===== src/rtl/hit_judge.sv =====
// hit_judge: whack-a-hole judge; debounced keys scored against the 1 s mole.
// Define HIT_JUDGE_MISS_LIMIT_EN to also end the game once miss reaches MAX_MISS.
module hit_judge #(
  parameter int DEB_CYCLES = 20000,
  parameter int ROUNDS     = 30,
  parameter int MAX_MISS   = 10
) (
  input  logic       clk,
  input  logic       clr,
  input  logic       clk1s,
  input  logic [1:0] seq,
  input  logic       start,
  input  logic [3:0] key_n,
  output logic [3:0] mole,
  output logic [7:0] score,
  output logic [7:0] miss,
  output logic       game_over,
  output logic       hit_p
);

  localparam int CW = (DEB_CYCLES < 2) ? 1 : $clog2(DEB_CYCLES);
  localparam logic [CW-1:0] DEB_MAX = CW'(DEB_CYCLES - 1);
  localparam logic [6:0] RND_MAX = 7'(ROUNDS);
  localparam logic [6:0] MISS_LIM = 7'(MAX_MISS);
`ifdef HIT_JUDGE_MISS_LIMIT_EN
  localparam bit LIM_EN = 1'b1;
`else
  localparam bit LIM_EN = 1'b0;
`endif

  typedef enum logic [2:0] {
    S_IDLE,
    S_ARMED,
    S_ACTIVE,
    S_RESOLVED,
    S_DONE
  } state_t;

  function automatic logic [7:0] bcd_inc(
    input logic [7:0] v
  );
    if (v == 8'h99)
      return v;
    if (v[3:0] == 4'd9)
      return {v[7:4] + 4'd1, 4'd0};
    return {v[7:4], v[3:0] + 4'd1};
  endfunction

  function automatic logic [6:0] bcd_val(
    input logic [7:0] v
  );
    return 7'(v[7:4]) * 7'd10 + 7'(v[3:0]);
  endfunction

  logic          r_c1s_s1;
  logic          r_c1s_s2;
  logic          r_c1s_d;
  logic          r_tick;
  logic [1:0]    r_seq_s1;
  logic [1:0]    r_seq_s2;
  logic [3:0]    r_key_s1;
  logic [3:0]    r_key_s2;
  logic [3:0]    r_deb;
  logic [3:0]    r_press;
  logic [CW-1:0] r_cnt [4];

  state_t     r_state;
  state_t     w_state_nx;
  logic [3:0] r_mole;
  logic [3:0] w_mole_nx;
  logic [7:0] r_score;
  logic [7:0] w_score_nx;
  logic [7:0] r_miss;
  logic [7:0] w_miss_nx;
  logic [6:0] r_round;
  logic [6:0] w_round_nx;
  logic       r_hit_p;
  logic       w_hit_nx;
  logic       r_seen_low;
  logic       w_seen_low_nx;

  logic [3:0] w_dec;
  logic [7:0] w_miss_tk;
  logic       w_lim;
  logic       w_end;

  always_ff @(posedge clk) begin
    if (!clr) begin
      r_c1s_s1 <= 1'b0;
      r_c1s_s2 <= 1'b0;
      r_c1s_d  <= 1'b0;
      r_tick   <= 1'b0;
      r_seq_s1 <= 2'd0;
      r_seq_s2 <= 2'd0;
      r_key_s1 <= 4'hF;
      r_key_s2 <= 4'hF;
    end else begin
      r_c1s_s1 <= clk1s;
      r_c1s_s2 <= r_c1s_s1;
      r_c1s_d  <= r_c1s_s2;
      r_tick   <= r_c1s_s2 & ~r_c1s_d;
      r_seq_s1 <= seq;
      r_seq_s2 <= r_seq_s1;
      r_key_s1 <= key_n;
      r_key_s2 <= r_key_s1;
    end
  end

  // A key flips only after DEB_CYCLES samples that all disagree with it.
  always_ff @(posedge clk) begin
    if (!clr) begin
      r_deb   <= 4'hF;
      r_press <= 4'h0;
      for (int i = 0; i < 4; i++)
        r_cnt[i] <= '0;
    end else begin
      for (int i = 0; i < 4; i++) begin
        r_press[i] <= 1'b0;
        if (r_key_s2[i] == r_deb[i]) begin
          r_cnt[i] <= '0;
        end else if (r_cnt[i] == DEB_MAX) begin
          r_cnt[i]   <= '0;
          r_deb[i]   <= r_key_s2[i];
          r_press[i] <= r_deb[i];
        end else begin
          r_cnt[i] <= r_cnt[i] + 1'b1;
        end
      end
    end
  end

  assign w_dec = 4'b0001 << r_seq_s2;
  assign w_miss_tk = (r_state == S_ACTIVE)
                     ? bcd_inc(r_miss) : r_miss;
  assign w_lim = (bcd_val(w_miss_tk) >= MISS_LIM);
  assign w_end = (r_round == RND_MAX)
                 | (LIM_EN & w_lim);

  always_comb begin
    w_state_nx    = r_state;
    w_mole_nx     = r_mole;
    w_score_nx    = r_score;
    w_miss_nx     = r_miss;
    w_round_nx    = r_round;
    w_hit_nx      = 1'b0;
    w_seen_low_nx = r_seen_low;
    unique case (r_state)
      S_IDLE: begin
        w_mole_nx = 4'h0;
        if (start) begin
          w_state_nx = S_ARMED;
          w_score_nx = 8'h00;
          w_miss_nx  = 8'h00;
          w_round_nx = 7'd0;
        end
      end
      S_ARMED: begin
        if (r_tick) begin
          w_mole_nx  = w_dec;
          w_round_nx = r_round + 7'd1;
          w_state_nx = S_ACTIVE;
        end
      end
      S_ACTIVE, S_RESOLVED: begin
        // The tick wins: presses on a round-start cycle are dropped.
        if (r_tick) begin
          w_miss_nx = w_miss_tk;
          if (w_end) begin
            w_mole_nx     = 4'h0;
            w_state_nx    = S_DONE;
            w_seen_low_nx = 1'b0;
          end else begin
            w_mole_nx  = w_dec;
            w_round_nx = r_round + 7'd1;
            w_state_nx = S_ACTIVE;
          end
        end else if (r_state == S_ACTIVE && |r_press) begin
          w_mole_nx  = 4'h0;
          w_state_nx = S_RESOLVED;
          if (r_press == r_mole) begin
            w_score_nx = bcd_inc(r_score);
            w_hit_nx   = 1'b1;
          end else begin
            w_miss_nx = bcd_inc(r_miss);
          end
        end
      end
      S_DONE: begin
        w_mole_nx = 4'h0;
        if (!start) begin
          w_seen_low_nx = 1'b1;
        end else if (r_seen_low) begin
          w_state_nx    = S_ARMED;
          w_score_nx    = 8'h00;
          w_miss_nx     = 8'h00;
          w_round_nx    = 7'd0;
          w_seen_low_nx = 1'b0;
        end
      end
      default: begin
        w_state_nx = S_IDLE;
        w_mole_nx  = 4'h0;
      end
    endcase
  end

  always_ff @(posedge clk) begin
    if (!clr) begin
      r_state    <= S_IDLE;
      r_mole     <= 4'h0;
      r_score    <= 8'h00;
      r_miss     <= 8'h00;
      r_round    <= 7'd0;
      r_hit_p    <= 1'b0;
      r_seen_low <= 1'b0;
    end else begin
      r_state    <= w_state_nx;
      r_mole     <= w_mole_nx;
      r_score    <= w_score_nx;
      r_miss     <= w_miss_nx;
      r_round    <= w_round_nx;
      r_hit_p    <= w_hit_nx;
      r_seen_low <= w_seen_low_nx;
    end
  end

  assign mole      = r_mole;
  assign score     = r_score;
  assign miss      = r_miss;
  assign hit_p     = r_hit_p;
  assign game_over = (r_state == S_DONE);

endmodule

===== config.mk =====
export PLATFORM = sky130hd
export DESIGN_NAME = hit_judge
export DESIGN_NICKNAME = d
export VERILOG_FILES = /design/src/rtl/hit_judge.sv
export SDC_FILE = /design/constraint.sdc
export NUM_CORES = 1
export LEC_CHECK = 0
export CELL_PAD_IN_SITES_DETAIL_PLACEMENT = 2
export CELL_PAD_IN_SITES_GLOBAL_PLACEMENT = 2
export CORE_UTILIZATION = 39
export DETAILED_ROUTE_END_ITERATION = 8
export PLACE_DENSITY_LB_ADDON = 0.1
export RECOVER_POWER = 50
export SYNTH_ARGS = -nofsm -noshare
export SYNTH_HDL_FRONTEND = slang
export SYNTH_SLANG_ARGS = --single-unit
export TNS_END_PERCENT = 1

===== constraint.sdc =====
create_clock -name clk -period 2.7 [get_ports clk]
set_input_delay 0.54 -clock clk [delete_from_list [all_inputs] [get_ports clk]]
set_output_delay 0.54 -clock clk [all_outputs]
set_load 0.01 [all_outputs]

==> results of run 1 <==
[cells in the mapped netlist (11+ instances only)]
cell	number	area (um^2)
nor2_1	94	353
edfxtp_1	60	1800
dfxtp_1	56	1120
nand2_1	42	158
nand3_1	33	165
xnor2_1	31	272
xor2_1	31	272
inv_1	18	67.6
and3_1	17	106
ha_1	14	175
nand2b_1	12	75.1
nand4_1	11	68.8
[state kept, by name, summed over array words and instances (netlist names), 7 cells and up]
| register | cells |
|---|---|
| miss | 8 |
| r_cnt | 60 |
| r_round | 7 |
| score | 8 |
[logic make-up after synthesis]
family          synth area share (%)
simple gates                    24.7
flops                           50.9
xor+xnor                        10.3
compound gates                  7.43
buf+inv                         2.44
fa+ha+maj                       3.05
mux                             1.05
other cells                   0.0653
[area by class of cell]
| class | count | share of cell area (%) |
|---|---|---|
| Timing Repair Buffer | 35 | 4.83 |
| Inverter | 18 | 0.958 |
| Clock inverter | 9 | 1.22 |
| Multi-Input combinational cell | 478 | 40.9 |
| Tap cell | 180 | 3.19 |
| Sequential cell | 116 | 41.5 |
| Clock buffer | 23 | 7.40 |
[metrics by stage]
step	utilization, %	cells
after detailed placement	45.8	827
after global routing	50.0	859
after CTS	50.1	859
final	50.0	859
after floorplan	-	627
after global placement	45.8	827
[metal layers]
layer  GRT usage [%]  routed length [um]  vias up
met5               0                   0        -
li1                -                   -     2163
met1            24.0                6310     2258
met4            9.19                 281        0
met2            40.2                8130       46
met3            5.30                 373       26
[report_power, final]
group          switching (mW)  internal [mW]
combinational           0.111         0.0742
sequential             0.0597           1.91
clock                   0.858           1.46
total                    1.03           3.44
[final timing paths]
kind	from	end	slack (ps)	cells after the start
min reg2reg	r_c1s_d	r_tick	390	1
max	r_state[1]	game_over	150	4
max reg2reg	r_state[1]	score[2]	250	5
min	r_c1s_d	r_tick	390	1
[layout by cell type (no fill, tap or decap), types with 5 or more instances in the layout]
| master | n |
|---|---|
| nand3_1 | 33 |
| o21ai_0 | 6 |
| a211oi_1 | 6 |
| nand2b_1 | 12 |
| a31oi_1 | 6 |
| dlygate4sd3_1 | 22 |
| nand3b_1 | 5 |
| clkdlybuf4s50_1 | 9 |
| and3_1 | 17 |
| edfxtp_1 | 60 |
| clkbuf_16 | 20 |
| nand2_1 | 42 |
| nand4_1 | 11 |
| ha_1 | 14 |
| dfxtp_1 | 56 |
| a21oi_1 | 10 |
| xor2_1 | 31 |
| and4_1 | 7 |
| nor2_1 | 93 |
| xnor2_1 | 31 |
| conb_1 | 60 |
| mux2i_1 | 6 |
| or3_1 | 5 |
| inv_1 | 18 |
| nor3_1 | 8 |
| and2_0 | 5 |
[timing repair]
item	4_1_cts	5_1_grt
hold endpoints to repair	0	0
setup endpoints to repair	1	1
resized for setup	1	1
hold buffers	0	0
==> impl_metrics.csv, run 1 <==
group,metric,value,unit
status,status,"complete, no violations",
global_route,antenna_found_initial,0,
placement,io_buffers,31,
critical_path,crit_arrival,2010,ps
synth,synthesis.area,5740,um^2
critical_path,cpLargestDelayFamily,"buffers and inverters",
timing,clock_skew,8.03,ps
floorplan,ios,32,
critical_path,startpoint_type,"flip-flop",
placement,placed_cell_area,6450,um^2
layout,drive_gt1_share,7.07,%
clock_tree,cts_root_buf,"clkbuf_16",
clock_tree,post_cts_buffers,0,
timing,finalSetupViolCount,0,
timing,slew_headroom,45.1,%
synth,ys_types,65,
layout,multiInputGateArea,2890,um^2
placement,gp_congestion,0.776,
layout,final_area,7050,um^2
timing,worst_pin_slew,817,ps
critical_path,crit_path_top_delay_cell,"dfxtp_1",
critical_path,cp_max_fo,16,
drt,wl,15100,um
global_route,grt_max_degree,39,
clock_tree,cts_sinks,116,
placement,place_hpwl,10200,um
timing,min_period,2550,ps
synth,synth_ff_type,"edfxtp_1",
power,power_leakage,2.64,nW
power,finalPower,4.47,mW
run,drv_cap,0,
synth,synth-seq-area-share,50.9,%
synth,syn_inst,568,
floorplan,die_h,123,um
layout,seqCellArea,2920,um^2
drt,wl_per_cell,17.6,um
clock_tree,clock_latency,420,ps
floorplan,die_area,15200,um^2
clock_tree,cts_tree,"yes",
floorplan,rows,43,
synth,synth_edf_count,60,
power,p_per_area,634,nW/um^2
synth,async_flop_share,0,%
timing,hold_viol,0,
layout,final_nets,690,
critical_path,cp-end-kind,"output pin",
drt,ant_nets,0,
placement,pre_cts_slack,287,ps
clock_tree,cts_max_path_buffers,2,
drt,vias_per_cell,5.23,
critical_path,critical_path.max_stage_delay,530,ps
drt,drt_iter0_markers,227,
timing,fin_setup_tns,0,ps
floorplan,start_util,40.7,%
floorplan,fp.coreArea,14100,um^2
global_route,grt_pass1_vias,4972,
worst_hold_path,hold_class,"flip-flop to flip-flop",
global_route,gr-total-overflow,0,
drt,dr.pass1.iters,4,
synth,synth.ff_latch_count,116,
timing,max_freq,0.392,GHz
drt,vias,4493,
timing,final.period_utilization,94.4,%
critical_path,cp.required,2160,ps
timing,whs,389,ps
critical_path,path_cells,"nor2_4, nand2_1, inv_1, clkdlybuf4s50_1",
clock_tree,cts_htree_levels,4,
critical_path,path_class,"flip-flop to output pin",
timing,slew_violations,0,
clock_tree,clk_pin_slew_worst_paths,60,ps
layout,area_growth,22.8,%
global_route,grt.total_usage,21.9,%
drt,drt_drc_violations_left,0,
timing,worst_slack,152,ps
timing,rsz0062_at_grt,"no",
critical_path,crit_buf_inv,2,
global_route,grt_pass1_wl,24900,um
synth,yosysWarnings,0,
layout,antenna_cells,0,
power,max-vdd-ir-drop,442,uV
synth,syn_avg_cell_area,10.1,um^2
layout,n_fill_cell,1501,
clock_tree,numCtsBuffers,17,
floorplan,die_x,123,um
Power figures use the tool's default switching activity.
==> run 2: changes to the inputs <==
CAP_MARGIN = 10   (was default)
==> results of run 2 <==
The final DEF is identical to that of run 1; final timing and power are the same.
==> run 3: changes to the inputs <==
PLACE_DENSITY_LB_ADDON = 0.05   (was 0.1)
==> run 3 against run 2 <==
  * Setup slack improved by 23 ps
  * Critical path depth is the same
  * Sequential share of layout area grew 0.10 points
  * Wire length is 0.70% higher
  * Fmax grew 0.93%
  * Highest routed layer unchanged
==> impl_metrics.csv, run 3 (synthesis gave the netlist of run 1 again) <==
group,metric,value,unit
power,finalPower,4.35,mW
timing,worst_slack,176,ps
worst_hold_path,hold_path_depth,1,
layout,fin_util,49.9,%
critical_path,endpoint,"r_cnt[3][11]",
clock_tree,cts_max_path_buffers,2,
layout,top_register,"r_cnt",
clock_tree,clock_latency,410,ps
power,p_per_area,619,nW/um^2
layout,antenna_cells,0,
timing,final.period_utilization,93.5,%
floorplan,start_util,40.7,%
status,status,"complete, no violations",
layout,drive_gt1_share,7.04,%
layout,area_growth,22.5,%
critical_path,cp-end-kind,"flip-flop",
clock_tree,cts_root_buf,"clkbuf_16",
critical_path,regToRegSetupSlack,180,ps
floorplan,rows,43,
drt,wl,15200,um
critical_path,r2r_cells,4,
critical_path,crit_arrival,2670,ps
layout,seqCellArea,2920,um^2
floorplan,ios,32,
floorplan,die_area,15200,um^2
clock_tree,cts_htree_levels,4,
global_route,grt_pass1_vias,5020,
critical_path,startpoint,"r_cnt[3][5]",
critical_path,cp_max_fo,15,
placement,pre_cts_slack,375,ps
layout,mostFrequentLayoutCells,"93 x nor2_1, 60 x edfxtp_1, 60 x conb_1",
run,drv_cap,0,
clock_tree,cts_hold_buf,0,
drt,ant_nets,0,
timing,hold_viol,0,
timing,clock_skew,4.75,ps
timing,fin_setup_tns,0,ps
layout,n_fill_cell,1477,
drt,vias_per_cell,5.16,
critical_path,cp.required,2840,ps
global_route,gr-total-overflow,0,
drt,drt_drc_violations_left,0,
drt,vias,4452,
layout,multiInputGateArea,2880,um^2
timing,rsz0062_at_grt,"no",
global_route,grt_max_degree,24,
clock_tree,cts_tree,"yes",
placement,io_buffers,31,
floorplan,die_x,123,um
global_route,grt.total_usage,21.8,%
timing,min_period,2520,ps
clock_tree,numCtsBuffers,17,
drt,dr.pass1.iters,5,
critical_path,rr_endpoint,"r_cnt[3][11]",
layout,largest_reg_flops,60,
timing,slew_violations,0,
critical_path,reg2reg_from,"r_cnt[3][5]",
worst_hold_path,hold_class,"flip-flop to flip-flop",
global_route,grt_pass1_wl,25100,um
drt,drt_iter0_markers,196,
global_route,antenna_found_initial,0,
clock_tree,cts_resized,0,
timing,max_freq,0.396,GHz
drt,wl_per_cell,17.6,um
power,max-vdd-ir-drop,416,uV
clock_tree,cts_sinks,116,
placement,place_hpwl,10300,um
clock_tree,clk_pin_slew_worst_paths,50,ps
clock_tree,post_cts_buffers,0,
placement,gp_congestion,0.799,
critical_path,path_class,"flip-flop to flip-flop",
layout,final_nets,693,
critical_path,startpoint_type,"flip-flop",
timing,slew_headroom,48.7,%
floorplan,die_h,123,um
floorplan,fp.coreArea,14100,um^2
timing,finalSetupViolCount,0,
power,power_leakage,2.61,nW
layout,final_common_cell,"nor2_1",
timing,worst_pin_slew,770,ps
run 3: cell count changes in the layout (fill, tap and decap cells not counted), sizes merged:
cell,previous run,this run
clkbuf,23,27
clkdlybuf4s50,9,13
dlygate4sd3,22,18
inv,21,18
clkinvlp,1,3
run 3: routing by layer:
metal	global-route usage, %	wire, um	up-vias
met4	7.68	174	0
met3	4.89	365	12
met2	40.1	7990	46
met1	24.5	6670	2225
li1	-	-	2169
met5	0	0	-
run 3: metrics by stage:
stage,cells,area (um^2),hold WS [ps]
floorplan,627,5960,367
global placement,830,6480,373
detailed placement,830,6480,381
CTS,862,7060,384
global route,862,7030,399
finish,862,7030,386
run 3: report_power, final:
part	internal, mW	leakage, nW	switching, mW
registers	1.91	1.07	0.0583
logic	0.0739	1.26	0.113
clock network	1.41	0.283	0.785
run 3: worst min path at each step:
stage | start | slack, ps | to
2_1_floorplan | r_c1s_d | 370 | r_tick
3_3_place_gp | r_c1s_d | 370 | r_tick
3_5_place_dp | r_c1s_d | 380 | r_tick
4_1_cts | r_c1s_d | 380 | r_tick
5_1_grt | r_c1s_d | 400 | r_tick
6_report | r_c1s_d | 390 | r_tick
run 3: worst max-delay path: stages (launching register included):
cell and delay, ps:
edfxtp_1 470, or4b_1 570, nor4_1 550, or3_1 530, nor2_1 120
run 3: layout make-up:
class	instances	share of cell area [%]
Clock buffer	24	7.30
Clock inverter	8	1.03
Inverter	18	0.961
Multi-Input combinational cell	478	40.9
Sequential cell	116	41.6
Tap cell	180	3.20
Timing Repair Buffer	38	5.00
